`config.mk`:
```
export PLATFORM = sky130hd
export DESIGN_NAME = dm_access_ctrl_flat
export DESIGN_NICKNAME = d
export VERILOG_FILES = /design/src/rtl/dm_access_ctrl_if.sv /design/src/rtl/dm_access_ctrl.sv /design/src/flat_wrapper.sv
export SDC_FILE = /design/constraint.sdc
export NUM_CORES = 1
export LEC_CHECK = 0
export BUFFER_PORTS_ARGS = -buffer_cell sky130_fd_sc_hd__buf_4
export CORE_MARGIN = 8
export CORE_UTILIZATION = 48
export DETAILED_ROUTE_END_ITERATION = 10
export PLACE_DENSITY = 0.77
export SLEW_MARGIN = 20
export SYNTH_ARGS = -nofsm -noshare
export SYNTH_HDL_FRONTEND = slang
export SYNTH_SLANG_ARGS = --single-unit
```
`constraint.sdc`:
```
create_clock -name clk -period 2.15 [get_ports clk]
set_input_delay 0.5375 -clock clk [delete_from_list [all_inputs] [get_ports clk]]
set_output_delay 0.5375 -clock clk [all_outputs]
set_load 0.1 [all_outputs]
```
`src/rtl/dm_access_ctrl_if.sv`:
```
// Request/response and data-memory bus of the load/store access controller.
// master = pipeline + memory side, slave = dm_access_ctrl.
interface dm_access_ctrl_if #(
    parameter int ADDR_W = 16
);
    logic              req_valid;
    logic              req_ready;
    logic              req_we;
    logic [1:0]        req_size;
    logic              req_sign;
    logic [ADDR_W-1:0] req_addr;
    logic [31:0]       req_wdata;
    logic              rsp_valid;
    logic [31:0]       rsp_rdata;
    logic              rsp_err;
    logic [ADDR_W-1:0] dm_addr;
    logic              dm_we;
    logic [31:0]       dm_din;
    logic [31:0]       dm_dout;

    modport master (
        output req_valid, req_we, req_size, req_sign, req_addr, req_wdata, dm_dout,
        input  req_ready, rsp_valid, rsp_rdata, rsp_err, dm_addr, dm_we, dm_din
    );

    modport slave (
        input  req_valid, req_we, req_size, req_sign, req_addr, req_wdata, dm_dout,
        output req_ready, rsp_valid, rsp_rdata, rsp_err, dm_addr, dm_we, dm_din
    );
endinterface

```
`src/rtl/dm_access_ctrl.sv`:
```
// Load/store controller for a little-endian word-wide data memory; sub-word stores are read-modify-write.
// Optional alignment/range rejection enabled by defining DM_ACCESS_ALIGN_CHECK_EN.
module dm_access_ctrl #(
    parameter int ADDR_W    = 16,
    parameter int MEM_BYTES = 12288
) (
    input logic             clk,
    input logic             rst_n,
    dm_access_ctrl_if.slave bus
);

    typedef enum logic [1:0] {
        IDLE,
        ACCESS,
        WRITE,
        RESP
    } state_e;

    state_e            state_q;
    logic              we_q;
    logic              sign_q;
    logic [1:0]        size_q;
    logic [ADDR_W-1:0] addr_q;
    logic [31:0]       wdata_q;
    logic [31:0]       merged_q;
    logic [31:0]       rdata_q;
    logic              rsp_valid_q;
    logic              rsp_err_q;

    logic [4:0]        lane_sel;
    logic [4:0]        half_sel;
    logic [7:0]        byte_v;
    logic [15:0]       half_v;
    logic [31:0]       load_d;
    logic [31:0]       merged_d;
    logic              acc_err;

    always_comb begin
        lane_sel = {addr_q[1:0], 3'b000};
        half_sel = {addr_q[1], 4'b0000};
        byte_v   = bus.dm_dout[lane_sel +: 8];
        half_v   = bus.dm_dout[half_sel +: 16];

        case (size_q)
            2'd0:    load_d = {{24{sign_q & byte_v[7]}}, byte_v};
            2'd1:    load_d = {{16{sign_q & half_v[15]}}, half_v};
            default: load_d = bus.dm_dout;
        endcase

        merged_d = bus.dm_dout;
        if (size_q == 2'd0) begin
            merged_d[lane_sel +: 8] = wdata_q[7:0];
        end else begin
            merged_d[half_sel +: 16] = wdata_q[15:0];
        end
    end

`ifdef DM_ACCESS_ALIGN_CHECK_EN
    logic              misalign;
    logic [ADDR_W-1:0] last_byte;

    // aligned + 3 is the aligned address with the two low bits set
    always_comb begin
        last_byte = {addr_q[ADDR_W-1:2], 2'b11};
        misalign  = ((size_q == 2'd1) && addr_q[0]) ||
                    (size_q[1] && (addr_q[1:0] != 2'b00));
        acc_err   = misalign || (32'(last_byte) >= 32'(MEM_BYTES));
    end
`else
    assign acc_err = 1'b0;
`endif

    always_ff @(posedge clk or negedge rst_n) begin
        if (!rst_n) begin
            state_q     <= IDLE;
            we_q        <= 1'b0;
            sign_q      <= 1'b0;
            size_q      <= '0;
            addr_q      <= '0;
            wdata_q     <= '0;
            merged_q    <= '0;
            rdata_q     <= '0;
            rsp_valid_q <= 1'b0;
            rsp_err_q   <= 1'b0;
        end else begin
            case (state_q)
                IDLE: begin
                    if (bus.req_valid) begin
                        we_q    <= bus.req_we;
                        size_q  <= bus.req_size;
                        sign_q  <= bus.req_sign;
                        addr_q  <= bus.req_addr;
                        wdata_q <= bus.req_wdata;
                        state_q <= ACCESS;
                    end
                end
                ACCESS: begin
                    if (acc_err) begin
                        rdata_q     <= '0;
                        rsp_err_q   <= 1'b1;
                        rsp_valid_q <= 1'b1;
                        state_q     <= RESP;
                    end else if (!we_q) begin
                        rdata_q     <= load_d;
                        rsp_valid_q <= 1'b1;
                        state_q     <= RESP;
                    end else if (size_q[1]) begin
                        rdata_q     <= '0;
                        rsp_valid_q <= 1'b1;
                        state_q     <= RESP;
                    end else begin
                        merged_q <= merged_d;
                        state_q  <= WRITE;
                    end
                end
                WRITE: begin
                    rdata_q     <= '0;
                    rsp_valid_q <= 1'b1;
                    state_q     <= RESP;
                end
                RESP: begin
                    rsp_valid_q <= 1'b0;
                    rsp_err_q   <= 1'b0;
                    state_q     <= IDLE;
                end
                default: state_q <= IDLE;
            endcase
        end
    end

    assign bus.req_ready = (state_q == IDLE);
    assign bus.rsp_valid = rsp_valid_q;
    assign bus.rsp_rdata = rdata_q;
    assign bus.rsp_err   = rsp_err_q;
    assign bus.dm_addr   = {addr_q[ADDR_W-1:2], 2'b00};
    // decoded from state so an async reset removes the write strobe at once
    assign bus.dm_we     = ((state_q == ACCESS) && we_q && size_q[1] && !acc_err) ||
                           (state_q == WRITE);
    assign bus.dm_din    = (state_q == WRITE) ? merged_q : wdata_q;

endmodule
```
`src/flat_wrapper.sv`:
```
// flat-port wrapper written by rule: the top's interface ports become plain ports
module dm_access_ctrl_flat 
#(
    parameter int ADDR_W    = 16,
    parameter int MEM_BYTES = 12288
)
  (clk, rst_n, bus_req_valid, bus_req_we, bus_req_size, bus_req_sign, bus_req_addr, bus_req_wdata, bus_dm_dout, bus_req_ready, bus_rsp_valid, bus_rsp_rdata, bus_rsp_err, bus_dm_addr, bus_dm_we, bus_dm_din);
  dm_access_ctrl_if #(.ADDR_W(ADDR_W)) bus_i ();
  input logic clk;
  input logic rst_n;
  input wire logic [$bits(bus_i.req_valid)-1:0] bus_req_valid;
  input wire logic [$bits(bus_i.req_we)-1:0] bus_req_we;
  input wire logic [$bits(bus_i.req_size)-1:0] bus_req_size;
  input wire logic [$bits(bus_i.req_sign)-1:0] bus_req_sign;
  input wire logic [$bits(bus_i.req_addr)-1:0] bus_req_addr;
  input wire logic [$bits(bus_i.req_wdata)-1:0] bus_req_wdata;
  input wire logic [$bits(bus_i.dm_dout)-1:0] bus_dm_dout;
  output wire logic [$bits(bus_i.req_ready)-1:0] bus_req_ready;
  output wire logic [$bits(bus_i.rsp_valid)-1:0] bus_rsp_valid;
  output wire logic [$bits(bus_i.rsp_rdata)-1:0] bus_rsp_rdata;
  output wire logic [$bits(bus_i.rsp_err)-1:0] bus_rsp_err;
  output wire logic [$bits(bus_i.dm_addr)-1:0] bus_dm_addr;
  output wire logic [$bits(bus_i.dm_we)-1:0] bus_dm_we;
  output wire logic [$bits(bus_i.dm_din)-1:0] bus_dm_din;
  assign bus_i.req_valid = bus_req_valid;
  assign bus_i.req_we = bus_req_we;
  assign bus_i.req_size = bus_req_size;
  assign bus_i.req_sign = bus_req_sign;
  assign bus_i.req_addr = bus_req_addr;
  assign bus_i.req_wdata = bus_req_wdata;
  assign bus_i.dm_dout = bus_dm_dout;
  assign bus_req_ready = bus_i.req_ready;
  assign bus_rsp_valid = bus_i.rsp_valid;
  assign bus_rsp_rdata = bus_i.rsp_rdata;
  assign bus_rsp_err = bus_i.rsp_err;
  assign bus_dm_addr = bus_i.dm_addr;
  assign bus_dm_we = bus_i.dm_we;
  assign bus_dm_din = bus_i.dm_din;
  dm_access_ctrl #(.ADDR_W(ADDR_W), .MEM_BYTES(MEM_BYTES)) u_core (.clk(clk), .rst_n(rst_n), .bus(bus_i));
endmodule
```
==> metrics.txt <==
outcome finished, violations left; violations in the final reports setup timing; total I/O pin count 171; Critical path origin u_core.state_q[0]; critical path buffer and inverter count 3; NumNets Final 814; data arrival at the endpoint of the critical path 1.85 ns; Highest Clock Rate 0.4190 GHz; share of final-layout standard cells stronger than drive strength 1 44.79%; Worst path slowest cell sky130_fd_sc_hd__dfrtp_1; library cell with the largest summed area after synthesis sky130_fd_sc_hd__dfrtp_1; RePlAce Congestion 0.8728; kind of start point of the critical path flip-flop; post-detailed-placement half-perimeter wirelength 14.47 mm; Iter 0 DRT Violations 463; initial antenna violation count 0; clock buffer depth 2; cell count after synthesis 558; sequential area share after synthesis 48.16%; Fin Clk Skew between 0.005 and 0.006 ns; largest cells by area after synthesis sky130_fd_sc_hd__dfrtp_1 (48%), sky130_fd_sc_hd__mux2_2 (15%), sky130_fd_sc_hd__a221o_1 (3.9%); clock-pin slew on the worst setup and hold paths about 0.05 ns; area added between synthesis and finish 38.14%; Final Worst Setup Slack -0.2369 ns; largest net degree at the start of global routing 67; # clock sinks 119; final antenna diode count 0; period utilization 111.0%; DRC errors left 0; most frequently used cell type in the post-synthesis netlist sky130_fd_sc_hd__dfrtp_1; Routed WL 19.77 mm; die boundary width between 100 and 150 µm; Required @ worst endpoint around 1.6 ns; Via density 5.748; predominant post-synthesis flop cell sky130_fd_sc_hd__dfrtp_1; Critical R2R Launch u_core.state_q[0]; cell type group with the largest total delay on the critical path buffers and inverters; input/output buffers about 170; clock period minus worst slack 2.387 ns; number of cells on the worst reg-to-reg path 10; fraction of registers with async set/reset 100.0%; Total Neg Setup Slack -7.021 ns; Max H-tree Level 4; peak per-stage delay on the critical path ~0.38 ns; GRT Residual Overflow 0; mean cell area of the mapped netlist 11.08 µm²; Final Hold Violating Endpoints 0; non-filler instance count after layout roughly 900; most instantiated cells after synthesis sky130_fd_sc_hd__dfrtp_1 (119), sky130_fd_sc_hd__mux2_2 (84), sky130_fd_sc_hd__nand2_1 (49), sky130_fd_sc_hd__o21ai_0 (39), sky130_fd_sc_hd__a21oi_1 (27); library cells used by synthesis between 50 and 60; Clk Tree Root Cell sky130_fd_sc_hd__clkbuf_16; r2r endpoint u_core.bus.rsp_rdata[8]; crit path kind reg2out; Num CTS Buffers 17; worst-path fanout max 18; Initial Utilization 49.00%; max capacitance violation total 0; vias after detailed routing 5,185; wire length per cell after detailed routing between 20 and 25 µm; unrepaired setup endpoints after global routing yes; slew at the pin with the worst max-slew slack 0.6243 ns; area of the mapped netlist approximately 6200 µm²; number of instances in the placed design 867; number of setup violations in the final report 34; DIE AREA approximately 17,000 µm²; global-route wire length before repair around 30 mm; top cell type's share of synthesized area around 48%; overall die height about 130 µm; Pre-Repair DR Iteration Count 5; relative max-transition margin 58.38%; count of state elements after synthesis 119; area inside the core boundary 12,620 µm²; clock latency on the worst-skew pair ~0.42 ns; number of slew-limit violations in the final report 0; number of synthesized flops with an enable pin 0; kind of path behind the tightest hold check in2async; Routed Antenna Nets 0; Cell Chain, Critical Path inv_2, ha_4, buf_12, mux2_2, buf_8; number of warnings printed during yosys synthesis 0; setup slack, reg-to-reg 0.10 ns; GRT Overall Usage 24.06%; CP Capture Type output pin; Row Count 41; number of global-route vias before repair 5,402; TritonCTS clock tree done
-- cell families (layout without fill, tap and decap cells) --
family                     Yosys count  in the layout  synth area share (%)
AOI/OAI and AO/OA                  151            151                 17.12
adders and majority gates            9              9                 1.821
buffers and inverters               73            243                 6.252
DFF                                119            119                 48.16
muxes                              101            101                 18.05
other                                1              3               0.06065
and+or+nand+nor                    104            104                 8.539
-- registers in the layout (all words and copies together) (netlist names) --
signal / count
u_core.addr_q: 16
u_core.bus.rsp_rdata: 32
u_core.bus.rsp_valid: 1
u_core.merged_q: 32
u_core.sign_q: 1
u_core.size_q: 2
u_core.state_q: 2
u_core.wdata_q: 32
u_core.we_q: 1
-- repair_timing --
action,in CTS,in global routing
endpoints found under the setup margin,33,42
buffers inserted,3,1
gates cloned,1,0
resized for setup,50,13
hold buffers,0,0
pin swaps,1,0
hold endpoints to repair,0,0
-- layer usage --
metal  GRT usage, %  part of all wire (%)  vias up
met3          7.272                   7.7       53
met1          29.08                    40     2534
met5              0                     0        -
li1               -                     -     2358
met4          11.75                   3.7        0
met2          38.48                    48      240
-- cell usage in the layout, fill, tap and decap left out, types with 2 or more instances in the layout --
master and instances:
sky130_fd_sc_hd__ha_4 2, sky130_fd_sc_hd__nand2_1 48, sky130_fd_sc_hd__a221o_1 24, sky130_fd_sc_hd__nor2_1 12, sky130_fd_sc_hd__mux2i_1 17, sky130_fd_sc_hd__buf_6 22
sky130_fd_sc_hd__o22ai_1 2, sky130_fd_sc_hd__bufinv_16 3, sky130_fd_sc_hd__buf_4 155, sky130_fd_sc_hd__nand2b_1 2, sky130_fd_sc_hd__a22oi_1 16, sky130_fd_sc_hd__nor3_1 2
sky130_fd_sc_hd__buf_12 10, sky130_fd_sc_hd__buf_8 8, sky130_fd_sc_hd__nand3_1 9, sky130_fd_sc_hd__o21ai_0 36, sky130_fd_sc_hd__clkbuf_16 17, sky130_fd_sc_hd__dfrtp_1 119
sky130_fd_sc_hd__o31ai_1 9, sky130_fd_sc_hd__ha_1 6, sky130_fd_sc_hd__or3_1 6, sky130_fd_sc_hd__nor2b_1 9, sky130_fd_sc_hd__o21ai_1 3, sky130_fd_sc_hd__mux2_4 3
sky130_fd_sc_hd__a211oi_1 9, sky130_fd_sc_hd__a22o_1 9, sky130_fd_sc_hd__inv_1 14, sky130_fd_sc_hd__clkinv_2 4, sky130_fd_sc_hd__clkbuf_8 6, sky130_fd_sc_hd__a221oi_1 9
sky130_fd_sc_hd__a21oi_1 26, sky130_fd_sc_hd__a21oi_2 2, sky130_fd_sc_hd__conb_1 3, sky130_fd_sc_hd__mux2_2 81
-- worst register-to-register path, stage by stage (launching register included) --
cell	delay (ns)
sky130_fd_sc_hd__dfrtp_1	0.36
sky130_fd_sc_hd__inv_2	0.07
sky130_fd_sc_hd__ha_4	0.19
sky130_fd_sc_hd__buf_16	0.17
sky130_fd_sc_hd__buf_4	0.15
sky130_fd_sc_hd__buf_4	0.14
sky130_fd_sc_hd__or3b_4	0.40
sky130_fd_sc_hd__buf_4	0.18
sky130_fd_sc_hd__a21oi_1	0.10
sky130_fd_sc_hd__o21ai_0	0.11
sky130_fd_sc_hd__nand3_1	0.12
-- cell type report --
cell class | count | area (µm²)
clock buffer | 23 | 508.0
clock inverter | 8 | 117.6
fill | 968 | 4078
inverter | 16 | 60.06
multi-input combinational | 368 | 2904
sequential | 119 | 2978
tap | 172 | 215.2
timing repair buffer | 196 | 1759
-- metrics by stage --
| step | hold WS, ns | util (%) | cell area, µm² | setup WS (ns) |
|---|---|---|---|---|
| 5_1_grt | 0.1326 | 67.69 | 8542 | -0.2994 |
| 2_1_floorplan | 0.2419 | - | 6231 | 0.001840 |
| 3_5_place_dp | 0.4735 | 60.42 | 7625 | 0.06291 |
| 3_3_place_gp | 0.4734 | 60.42 | 7625 | 0.1332 |
| 4_1_cts | 0.1357 | 67.30 | 8493 | -0.2531 |
| 6_report | 0.1234 | 67.69 | 8542 | -0.2369 |
-- worst max-delay path by stage --
| stage | depth (start not counted) | endpoint | slack [ns] |
|---|---|---|---|
| after CTS | 5 | bus_dm_din[26] | -0.25 |
| after global routing | 5 | bus_dm_din[28] | -0.30 |
| after floorplan | 9 | u_core.merged_q[3] | 0.002 |
| final | 5 | bus_dm_din[28] | -0.24 |
| after detailed placement | 5 | bus_dm_din[3] | 0.06 |
| after global placement | 5 | bus_dm_din[23] | 0.13 |
Power is not shown: default switching activity piles up to over one toggle a cycle in this logic, so the estimate is an artifact.
